`config.mk`:
```
export PLATFORM = sky130hd
export DESIGN_NAME = wb_arbiter
export DESIGN_NICKNAME = d
export VERILOG_FILES = /design/src/rtl/wb_pkg.sv /design/src/rtl/wb_lq_fifo.sv /design/src/rtl/wb_arbiter.sv
export SDC_FILE = /design/constraint.sdc
export NUM_CORES = 1
export LEC_CHECK = 0
export ABC_AREA = 1
export CAP_MARGIN = 20
export CORE_ASPECT_RATIO = 1.2
export CORE_MARGIN = 8
export CORE_UTILIZATION = 40
export DETAILED_ROUTE_END_ITERATION = 8
export GPL_TIMING_DRIVEN = 0
export PLACE_DENSITY = 0.67
export SYNTH_ARGS = -nofsm -noshare
export SYNTH_HDL_FRONTEND = slang
export SYNTH_SLANG_ARGS = --single-unit
```
`constraint.sdc`:
```
create_clock -name clk -period 5.15 [get_ports clk]
set_input_delay 0.515 -clock clk [delete_from_list [all_inputs] [get_ports clk]]
set_output_delay 0.515 -clock clk [all_outputs]
set_load 0.01 [all_outputs]
```
`src/rtl/wb_pkg.sv`:
```
// Shared types and constants for the write-back arbiter and its load queue.
package wb_pkg;
    localparam int AW = 5;
    localparam int DW = 32;
    localparam logic [AW-1:0] REG_ZERO = 5'd0;

    typedef struct packed {
        logic [AW-1:0] wa;
        logic [DW-1:0] wd;
    } wb_req_t;
endpackage

```
`src/rtl/wb_lq_fifo.sv`:
```
// Load-return queue: FIFO with wrap-around read/write pointers plus an occupancy count.
module wb_lq_fifo
    import wb_pkg::*;
#(
    parameter int DEPTH = 2
) (
    input  logic                       clk,
    input  logic                       rst,
    input  logic                       push,
    input  wb_req_t                    push_data,
    input  logic                       pop,
    output wb_req_t                    head,
    output logic [$clog2(DEPTH+1)-1:0] count,
    output logic                       full,
    output logic                       empty
);
    localparam int PW = $clog2(DEPTH);
    localparam int CW = $clog2(DEPTH + 1);

    wb_req_t         mem [DEPTH];
    logic [PW-1:0]   wr_ptr;
    logic [PW-1:0]   rd_ptr;

    always_ff @(posedge clk) begin
        if (push) mem[wr_ptr] <= push_data;
    end

    always_ff @(posedge clk or posedge rst) begin
        if (rst) begin
            wr_ptr <= '0;
            rd_ptr <= '0;
            count  <= '0;
        end else begin
            if (push) wr_ptr <= wr_ptr + PW'(1);
            if (pop)  rd_ptr <= rd_ptr + PW'(1);
            // Simultaneous push and pop leaves the occupancy unchanged.
            case ({push, pop})
                2'b10:   count <= count + CW'(1);
                2'b01:   count <= count - CW'(1);
                default: count <= count;
            endcase
        end
    end

    assign head  = mem[rd_ptr];
    assign full  = (count == CW'(DEPTH));
    assign empty = (count == '0);
endmodule

```
`src/rtl/wb_arbiter.sv`:
```
// Write-back arbiter: ALU results take priority over queued load returns; tracks pending loads in busy.
// Optional WB_BYPASS_EN adds a same-cycle forwarding port for the decode stage.
module wb_arbiter
    import wb_pkg::*;
#(
    parameter int LQ_DEPTH = 2
) (
    input  logic          clk,
    input  logic          rst,
    input  logic          alu_valid,
    input  logic [AW-1:0] alu_wa,
    input  logic [DW-1:0] alu_wd,
    // lsu handshake: a load transfers at posedge when lsu_valid && lsu_ready;
    // lsu_valid and its payload must hold until that edge, lsu_ready never depends on lsu_valid.
    input  logic          lsu_valid,
    output logic          lsu_ready,
    input  logic [AW-1:0] lsu_wa,
    input  logic [DW-1:0] lsu_wd,
    input  logic          iss_valid,
    input  logic [AW-1:0] iss_wa,
    output logic [31:0]   busy,
`ifdef WB_BYPASS_EN
    input  logic [AW-1:0] byp_ra1,
    input  logic [AW-1:0] byp_ra2,
    output logic          byp_hit1,
    output logic          byp_hit2,
    output logic [DW-1:0] byp_d1,
    output logic [DW-1:0] byp_d2,
`endif
    output logic          reg_we,
    output logic [AW-1:0] reg_wa,
    output logic [DW-1:0] reg_wd
);
    localparam int CW = $clog2(LQ_DEPTH + 1);

    wb_req_t       lq_head;
    wb_req_t       lq_in;
    logic [CW-1:0] lq_count;
    logic          lq_full;
    logic          lq_empty;
    logic          lq_push;
    logic          lq_pop;
    logic          alu_win;
    logic          lq_win;
    logic          wr_is_load;
    logic [31:0]   busy_next;

    assign lq_in     = '{wa: lsu_wa, wd: lsu_wd};
    assign lsu_ready = !lq_full;
    assign lq_push   = lsu_valid && lsu_ready;

    wb_lq_fifo #(.DEPTH(LQ_DEPTH)) u_lq (
        .clk       (clk),
        .rst       (rst),
        .push      (lq_push),
        .push_data (lq_in),
        .pop       (lq_pop),
        .head      (lq_head),
        .count     (lq_count),
        .full      (lq_full),
        .empty     (lq_empty)
    );

    // Zero-destination entries drain even while the ALU owns the port.
    always_comb begin
        alu_win = alu_valid && (alu_wa != REG_ZERO);
        lq_win  = !alu_win && !lq_empty && (lq_head.wa != REG_ZERO);
        lq_pop  = !lq_empty && ((lq_head.wa == REG_ZERO) || !alu_win);
    end

    always_ff @(posedge clk or posedge rst) begin
        if (rst) begin
            reg_we     <= 1'b0;
            reg_wa     <= '0;
            reg_wd     <= '0;
            wr_is_load <= 1'b0;
        end else begin
            reg_we     <= alu_win || lq_win;
            wr_is_load <= lq_win;
            if (alu_win) begin
                reg_wa <= alu_wa;
                reg_wd <= alu_wd;
            end else if (lq_win) begin
                reg_wa <= lq_head.wa;
                reg_wd <= lq_head.wd;
            end
        end
    end

    // Clear first so that a same-cycle issue to the same register keeps it busy.
    always_comb begin
        busy_next = busy;
        if (reg_we && wr_is_load) busy_next[reg_wa] = 1'b0;
        if (iss_valid && (iss_wa != REG_ZERO)) busy_next[iss_wa] = 1'b1;
        busy_next[0] = 1'b0;
    end

    always_ff @(posedge clk or posedge rst) begin
        if (rst) busy <= '0;
        else     busy <= busy_next;
    end

`ifdef WB_BYPASS_EN
    always_comb begin
        byp_hit1 = reg_we && (reg_wa == byp_ra1) && (byp_ra1 != REG_ZERO);
        byp_hit2 = reg_we && (reg_wa == byp_ra2) && (byp_ra2 != REG_ZERO);
        byp_d1   = byp_hit1 ? reg_wd : '0;
        byp_d2   = byp_hit2 ? reg_wd : '0;
    end
`endif

    logic unused_count;
    assign unused_count = ^lq_count;
endmodule

```
==> results of run 1 <==
## layout make-up
cell class	instances	area, um^2	area share (%)
inverters	19	73.82	0.8501
repair buffers	155	1572	18.10
multi-input cells	448	1888	21.74
well taps	208	260.3	2.997
clock inverters	15	227.7	2.622
plain buffers	28	162.7	1.873
flip-flops and latches	148	4074	46.92
clock buffers	17	425.4	4.899
## routing by layer
| metal | vias to the layer above | part of all wire (%) | wire (um) | global-route usage, % |
|---|---|---|---|---|
| li1 | 2459 | - | - | - |
| met1 | 2331 | 40 | 6759 | 20.04 |
| met2 | 204 | 49 | 8157 | 28.58 |
| met3 | 37 | 7.5 | 1256 | 4.657 |
| met4 | 0 | 3.3 | 558 | 9.867 |
| met5 | - | 0 | 0 | 0 |
## power breakdown
part | switching, mW | internal (mW) | leakage [nW]
registers | 0.194 | 1.63 | 1.52
logic | 0.852 | 0.726 | 1.91
clock network | 0.494 | 0.864 | 0.305
## through the flow
stage | hold slack (ns) | cell area (um^2)
5_1_grt | 0.5366 | 8683
6_report | 0.5063 | 8683
2_1_floorplan | 0.4687 | 6181
3_5_place_dp | 0.4972 | 8030
4_1_cts | 0.5108 | 8683
3_3_place_gp | 0.4873 | 7973
## kinds of logic after synthesis
| kind of cell | after synthesis |
|---|---|
| fa+ha+maj | 1 |
| other cells | 1 |
| flops | 148 |
| compound gates | 69 |
| simple gates | 375 |
| buf+inv | 47 |
| xor+xnor | 2 |
## sequential cells by signal, indices dropped and copies added, names as in the netlist
register / cells
u_lq.mem: 74
reg_wd: 32
busy: 31
reg_wa: 5
u_lq.count: 2
reg_we: 1
u_lq.rd_ptr: 1
u_lq.wr_ptr: 1
wr_is_load: 1
## final timing paths
kind	from	to	slack, ns	cells past startpoint
max	u_lq.count[0]	lsu_ready	3.08	3
min	busy[7]	busy[7]	0.51	2
max reg2reg	u_lq.rd_ptr	u_lq.count[1]	3.24	10
min reg2reg	busy[7]	busy[7]	0.51	2
max in group asynchronous	rst	busy[24]	3.90	2
min in group asynchronous	rst	reg_wd[5]	0.66	2
## tightest hold or removal path, cell delays in order, from the launching register on
cell     delay, ns
dfrtp_1       0.33
o21ai_0       0.07
o21ai_0       0.07
## layout by cell type, fill, tap and decap left out, drive strengths merged, types with 10 or more instances in the layout
cell type / Yosys / final
clkdlybuf4s50: 0 / 153
clkbuf: 9 / 26
inv: 19 / 23
nor2: 10 / 10
dfrtp: 74 / 74
edfxtp: 74 / 74
nand3: 63 / 63
o21ai: 66 / 66
buf: 19 / 21
nand2: 300 / 300
==> run_results.csv, run 1 <==
group,metric,value,unit
status,outcome,"finished clean",
pwr,power,4.763,mW
cts,numCtsBuffers,17,
yosys,seq_area_frac_synth,65.91,%
place,dpl.cell_count,1006,
timing,rsz0062_at_grt,"no",
place,routabilityCongestion,0.8794,
floorplanning,die-area,0.01970,mm^2
routing,drt-vias-per-instance,4.847,
setup_path,crit_family,"buffers and inverters",
finish,area_growth,40.49,%
setup_path,cp_max_fo,5,
floorplanning,initial_core_util,40.16,%
setup_path,crit_chain,"inv_1 -> nand2_1 -> clkdlybuf4s50_1",
setup_path,max_stage_delay,0.56,ns
yosys,synth_edf_count,74,
floorplanning,core_area,0.01539,mm^2
yosys,synth_compound_area_share,5.587,%
yosys,synth_simple_gate_area_share,24.17,%
cts,cts_tree,"yes",
cts,clkTransAtPathRegs,0.06,ns
place,dp.final_hpwl,12.30,mm
setup_path,worstPathArrival,1.55,ns
global_route,grt_pass1_vias,5251,
floorplanning,ios,155,
timing,setup_viol,0,
yosys,yosys-mux-area-fraction,0,%
yosys,yosys-top-cells-count,"nand2_1, dfrtp_1, edfxtp_1",
routing,drc_errors,0,
yosys,syn-num-nets,728,
yosys,ys_ff_latch,148,
routing,wl_per_cell,16.12,um
timing,fmax,483.7,MHz
cts,cts-root-buf,"clkbuf_16",
timing,worst_slack,3.083,ns
routing,first_pass_iters,5,
global_route,grt_max_degree,75,
cts,clk_latency,0.42,ns
timing,tightest_slew,0.9299,ns
setup_path,crit_path_top_delay_cell,"clkdlybuf4s50_1",
yosys,synth_cell_types,21,
yosys,synth_area_leaders,"edfxtp_1, dfrtp_1, nand2_1",
global_route,overflow,0,
cts,clock_path_buffers,2,
yosys,synth_top_area_share,35.95,%
finish,fillCellCount,1356,
finish,n_antenna_cell,0,
setup_path,worstSetupPathType,"reg -> out",
yosys,synth_area,0.006181,mm^2
cts,clock-sinks,148,
timing,finalSetupTns,0,ns
setup_path,cp-start-kind,"register",
yosys,synthCells,643,
routing,ant_nets,0,
pwr,vdd_drop_max,0.2700,mV
run,max-cap-violations,0,
floorplanning,die_h,152.2,um
finish,drive_above_1_share,6.627,%
global_route,antenna_found_initial,0,
timing,slew_headroom,38.01,%
setup_path,required,4.64,ns
finish,nNetsFinal,902,
pwr,power.density,548.5,mW/mm^2
floorplanning,num_rows,50,
yosys,synth_top_family_by_area,"simple AND/OR/NAND/NOR gates",
setup_path,critPathBufInv,2,
yosys,yosysMostFrequentCell,"nand2_1",
timing,finalMaxSlewViolations,0,
place,dp_slack,2.835,ns
global_route,grt_pass1_wl,26.61,mm
yosys,async_flop_share,50.00,%
routing,drt_iter0_drc,579,
global_route,grt_use_total,17.42,%
timing,hold_viol_final,0,
routing,vias,5031,
cts,hold_buffers,0,
floorplanning,die_x,129.5,um
routing,drt-total-wl,16.73,mm
yosys,ys_dominant_reg_cell,"edfxtp_1",
yosys,yosysWarnings,0,
yosys,synth_adder_area_share,0.2024,%
timing,fin_crit,2.067,ns
yosys,yosysTopAreaCell,"edfxtp_1",
place,portBuffers,153,
cts,post_cts_buffers,0,
pwr,power_leakage,3.739,nW
yosys,synth_xor_xnor_area_share,0.2834,%
timing,fin_skew,0.005989,ns
finish,final_core_util,56.42,%
yosys,synth.avg_cell_area,9.613,um^2
cts,htreeDepth,4,
finish,fin_cells,1038,
timing,min_period_over_period,40.14,%
setup_path,endpoint_kind,"output pin",
cts,cts-resized-gates,0,
worst_hold_path,hold_path_class,"reg -> reg",
(Power assumes the default switching activity.)
==> run 2: changes to the inputs <==
- clock period: 5.15 -> 2.1 ns (I/O delays scaled with it)
==> run 2 against run 1 <==
Via count shrank 0.26%. Highest routed layer unchanged. Combinational power rose by 140%. Cell area fell by 1.4%. Utilization down 0.78 points. Clock power grew 99%. Register-to-register slack got worse by 3.1 ns. Die area is the same.
==> run_results.csv, run 2 (synthesized netlist as in run 1, its figures left out) <==
group,metric,value,unit
status,outcome,"finished clean",
finish,nNetsFinal,902,
floorplanning,die-area,0.01970,mm^2
floorplanning,die_x,129.5,um
pwr,seqPwrFrac,40.6,%
timing,fin_crit,1.914,ns
worst_hold_path,hold_path_class,"in -> async",
global_route,grt_pass1_wl,26.52,mm
setup_path,worstPathArrival,2.21,ns
floorplanning,core_area,0.01539,mm^2
timing,fin_skew,0.01009,ns
cts,clock-sinks,148,
setup_path,worstSetupPathType,"reg -> reg",
setup_path,required,2.40,ns
pwr,clkPwrFrac,24.5,%
timing,fmax,522.4,MHz
floorplanning,num_rows,50,
timing,fin_hold_ws,0.3479,ns
cts,cts_tree,"yes",
floorplanning,die_h,152.2,um
timing,min_period_over_period,91.16,%
finish,top_regs,"u_lq.mem: 74 flops, reg_wd: 32 flops, busy: 31 flops",
finish,n_antenna_cell,0,
timing,tightest_slew,0.9215,ns
floorplanning,ios,155,
routing,wl_per_cell,15.80,um
routing,drt_iter0_drc,357,
cts,clkTransAtPathRegs,0.06,ns
routing,drt-total-wl,16.40,mm
finish,mostFrequentLayoutCells,"nand2_1, clkdlybuf4s50_1, dfrtp_1, edfxtp_1, o21ai_0",
timing,setup_viol,0,
cts,clock_path_buffers,2,
global_route,grt_use_total,17.22,%
finish,mostFrequentLayoutCell,"nand2_1",
cts,numCtsBuffers,17,
pwr,power_leakage,3.693,nW
cts,htreeDepth,4,
routing,ant_nets,0,
routing,drt-vias-per-instance,4.834,
finish,drive_above_1_share,6.506,%
global_route,overflow,0,
cts,cts-root-buf,"clkbuf_16",
pwr,p_sw,3.730,mW
pwr,p_int,7.300,mW
cts,clk_latency,0.42,ns
routing,drc_errors,0,
pwr,power.density,1288,mW/mm^2
cts,cts-resized-gates,0,
place,portBuffers,153,
finish,area_growth,38.54,%
timing,rsz0062_at_grt,"no",
routing,vias,5018,
timing,finalSetupTns,0,ns
finish,final_core_util,55.64,%
pwr,power_frac_comb,34.9,%
floorplanning,initial_core_util,40.16,%
setup_path,cp_max_fo,10,
pwr,power,11.03,mW
setup_path,endpoint_kind,"register",
setup_path,cp-start-kind,"register",
timing,hold_viol_final,0,
timing,slew_headroom,38.57,%
global_route,grt_pass1_vias,5204,
finish,largest_reg_flops,74,
pwr,p_sw_share,33.82,%
pwr,vdd_drop_max,0.5707,mV
global_route,grt_max_degree,75,
finish,fillCellCount,1439,
timing,finalMaxSlewViolations,0,
run,max-cap-violations,0,
cts,post_cts_buffers,0,
place,routabilityCongestion,0.8804,
place,dp.final_hpwl,12.15,mm
finish,regMostFlops,"u_lq.mem",
global_route,antenna_found_initial,0,
routing,first_pass_iters,5,
timing,worst_slack,0.1857,ns
place,dp_slack,0.001369,ns
cts,hold_buffers,0,
run 2: path summary, 6_finish.rpt:
path / start / end / slack [ns] / cells past startpoint
max reg2reg: u_lq.rd_ptr / u_lq.count[1] / 0.19 / 10
max: u_lq.rd_ptr / u_lq.count[1] / 0.19 / 10
min in group clk: lsu_wd[18] / u_lq.mem[0][18] / 0.36 / 1
max in group asynchronous: rst / reg_wa[4] / 1.14 / 2
min reg2reg: busy[21] / busy[21] / 0.50 / 2
min: rst / reg_wd[6] / 0.35 / 2
run 2: routing by layer:
| layer | GRT usage, % | vias up | part of all wire [%] | wire (um) |
|---|---|---|---|---|
| met1 | 19.72 | 2323 | 41 | 6653 |
| met2 | 28.58 | 179 | 49 | 8085 |
| li1 | - | 2474 | - | - |
| met4 | 8.980 | 0 | 3.1 | 511 |
| met3 | 4.762 | 42 | 7.0 | 1146 |
| met5 | 0 | - | 0 | 0 |
run 2: stage by stage:
step           std cells  cell area [um^2]
3_5_place_dp        1006              8030
6_report            1038              8563
3_3_place_gp        1004              7978
2_1_floorplan        643              6186
5_1_grt             1038              8563
4_1_cts             1038              8563
run 2: power groups by stage:
stage | clock [mW] | combinational (mW) | sequential, mW
final | 2.71 | 3.85 | 4.48
after global routing | 2.89 | 4.28 | 4.58
after CTS | 2.76 | 3.91 | 4.48
after detailed placement | 0 | 3.89 | 4.54
after global placement | 0 | 3.71 | 4.52
after floorplan | 0 | 1.72 | 4.68
run 2: critical path, stage by stage (launching register included):
cell     delay (ns)
dfrtp_1        0.40
buf_2          0.20
nand2_1        0.07
nand2_1        0.08
nor2_1         0.14
nand4_1        0.15
nand2_1        0.10
ha_1           0.25
a21oi_1        0.12
o21ai_0        0.12
xnor2_1        0.15
run 2: layout make-up:
| type | count | area, um^2 | share of cell area [%] |
|---|---|---|---|
| sequential | 148 | 4074 | 47.57 |
| clock inverter | 14 | 103.9 | 1.213 |
| inverter | 19 | 73.82 | 0.8621 |
| multi-input combinational | 448 | 1888 | 22.05 |
| tap | 208 | 260.3 | 3.039 |
| clock buffer | 18 | 429.2 | 5.012 |
| timing repair buffer | 155 | 1572 | 18.35 |
| buffer | 28 | 162.7 | 1.899 |
==> run 3: changes to the inputs <==
- CORE_MARGIN: 8 -> 2
==> run 3 against run 2 <==
Clock power grew 14%. Sequential cell count is the same. Die area shrank 16%. Critical path depth is the same. Cell area grew 1.1%.
==> run_results.csv, run 3 (synthesized netlist as in run 1, its figures left out) <==
group,metric,value,unit
cts,clock_path_buffers,2,
finish,nNetsFinal,903,
timing,fmax,540.6,MHz
finish,regMostFlops,"u_lq.mem",
pwr,power_frac_comb,33.6,%
routing,drt-total-wl,15.61,mm
cts,clkTransAtPathRegs,0.06,ns
timing,fin_skew,0.006516,ns
cts,hold_buffers,0,
finish,drive_above_1_share,6.739,%
floorplanning,num_rows,49,
timing,fin_crit,1.850,ns
finish,mostFrequentLayoutCell,"nand2_1",
setup_path,required,2.41,ns
floorplanning,die_h,140.2,um
timing,rsz0062_at_grt,"no",
setup_path,max_stage_delay,0.40,ns
global_route,grt_pass1_wl,25.21,mm
floorplanning,ios,155,
place,dp.final_hpwl,11.28,mm
cts,post_cts_buffers,0,
floorplanning,die-area,0.01647,mm^2
pwr,vdd_drop_max,0.5962,mV
routing,drt-vias-per-instance,4.871,
global_route,overflow,0,
setup_path,crit_family,"simple AND/OR/NAND/NOR gates",
setup_path,crit_path_top_delay_cell,"dfrtp_1",
setup_path,endpoint_kind,"register",
floorplanning,initial_core_util,40.98,%
timing,slew_headroom,64.79,%
pwr,p_int,7.670,mW
pwr,clkPwrFrac,27.1,%
routing,first_pass_iters,7,
finish,n_antenna_cell,0,
routing,ant_nets,0,
place,routabilityCongestion,0.8680,
timing,tightest_slew,0.5282,ns
timing,hold_viol_final,0,
pwr,power,11.39,mW
status,outcome,"finished clean",
cts,htreeDepth,4,
timing,worst_slack,0.2503,ns
routing,wl_per_cell,15.08,um
finish,fin_area,0.008661,mm^2
finish,fillCellCount,1343,
pwr,p_sw,3.722,mW
global_route,grt_max_degree,75,
worst_hold_path,hold_path_class,"in -> async",
routing,drt_iter0_drc,399,
cts,clk_latency,0.42,ns
setup_path,worstSetupPathType,"reg -> reg",
global_route,antenna_found_initial,0,
setup_path,cpMostUsedCell,"nand2_1",
place,place_area,0.008053,mm^2
floorplanning,core_area,0.01508,mm^2
setup_path,cp_max_fo,10,
global_route,grt_use_total,19.42,%
place,dpl.cell_count,1003,
finish,mostFrequentLayoutCells,"nand2_1, clkdlybuf4s50_1, dfrtp_1, edfxtp_1, o21ai_0",
pwr,p_sw_share,32.68,%
setup_path,crit_chain,"buf_2 -> nand2_1 -> nand2_1 -> nor2_1 -> nand4_1 -> nand2_1 -> ha_1 -> a21oi_1 -> o21ai_0 -> xnor2_1",
cts,clock-sinks,148,
pwr,seqPwrFrac,39.3,%
run,max-cap-violations,0,
setup_path,critPathBufInv,1,
pwr,power_leakage,3.734,nW
place,portBuffers,153,
finish,fin_cells,1035,
floorplanning,die_x,117.5,um
cts,cts-resized-gates,0,
timing,finalSetupTns,0,ns
finish,multi_input_area,0.001888,mm^2
routing,drc_errors,0,
setup_path,cp-start-kind,"register",
cts,cts_tree,"yes",
routing,vias,5041,
setup_path,worstPathArrival,2.16,ns
cts,cts-root-buf,"clkbuf_16",
timing,finalMaxSlewViolations,0,
finish,area_growth,40.12,%
timing,min_period_over_period,88.08,%
timing,fin_hold_ws,0.2096,ns
finish,largest_reg_flops,74,
timing,setup_viol,0,
cts,numCtsBuffers,17,
finish,top_regs,"u_lq.mem: 74 flops, reg_wd: 32 flops, busy: 31 flops",
finish,layout.area.seq,0.004074,mm^2
pwr,power.density,1315,mW/mm^2
place,dp_slack,0.1105,ns
finish,final_core_util,57.42,%
global_route,grt_pass1_vias,4954,
## run 3: worst register-to-register path: cells and delay by family (launching register included)
| kind | cells | cell delay (ns) |
|---|---|---|
| buffers and inverters | 1 | 0.20 |
| xor gates and xnor gates | 1 | 0.14 |
| adders and majority gates | 1 | 0.24 |
| DFF | 1 | 0.40 |
| and+or+nand+nor | 5 | 0.52 |
| AOI/OAI and AO/OA | 2 | 0.25 |
## run 3: final cells by class
class	instances	share of cell area, %
clock inverter	14	2.066
tap	204	2.947
clock buffer	18	4.955
inverter	19	0.8524
buffer	28	1.878
timing repair buffer	156	18.46
sequential	148	47.04
multi-input combinational	448	21.80
## run 3: path summary, 6_finish.rpt
| path | from | cells past startpoint | endpoint | slack (ns) |
|---|---|---|---|---|
| setup / recovery | u_lq.rd_ptr | 10 | u_lq.count[1] | 0.25 |
| hold / removal | rst | 3 | reg_wd[6] | 0.21 |
| setup reg to reg | u_lq.rd_ptr | 10 | u_lq.count[1] | 0.25 |
| hold reg to reg | busy[14] | 2 | busy[14] | 0.50 |
| max in group asynchronous | rst | 3 | reg_wd[22] | 1.56 |
| min in group clk | lsu_wd[1] | 1 | u_lq.mem[0][1] | 0.37 |
## run 3: metal layers
layer	wire length, um	vias up	GRT usage (%)
met5	0	-	0
met4	254	0	7.166
met3	904	21	4.967
met2	7951	186	33.70
met1	6499	2357	23.44
li1	-	2477	-
## run 3: power by group through the flow
| stage | registers (mW) | clock network, mW | logic (mW) |
|---|---|---|---|
| after floorplan | 4.68 | 0 | 1.72 |
| after global placement | 4.52 | 0 | 3.68 |
| after detailed placement | 4.53 | 0 | 3.84 |
| after CTS | 4.48 | 3.13 | 3.87 |
| after global routing | 4.57 | 3.25 | 4.24 |
| final | 4.48 | 3.08 | 3.83 |
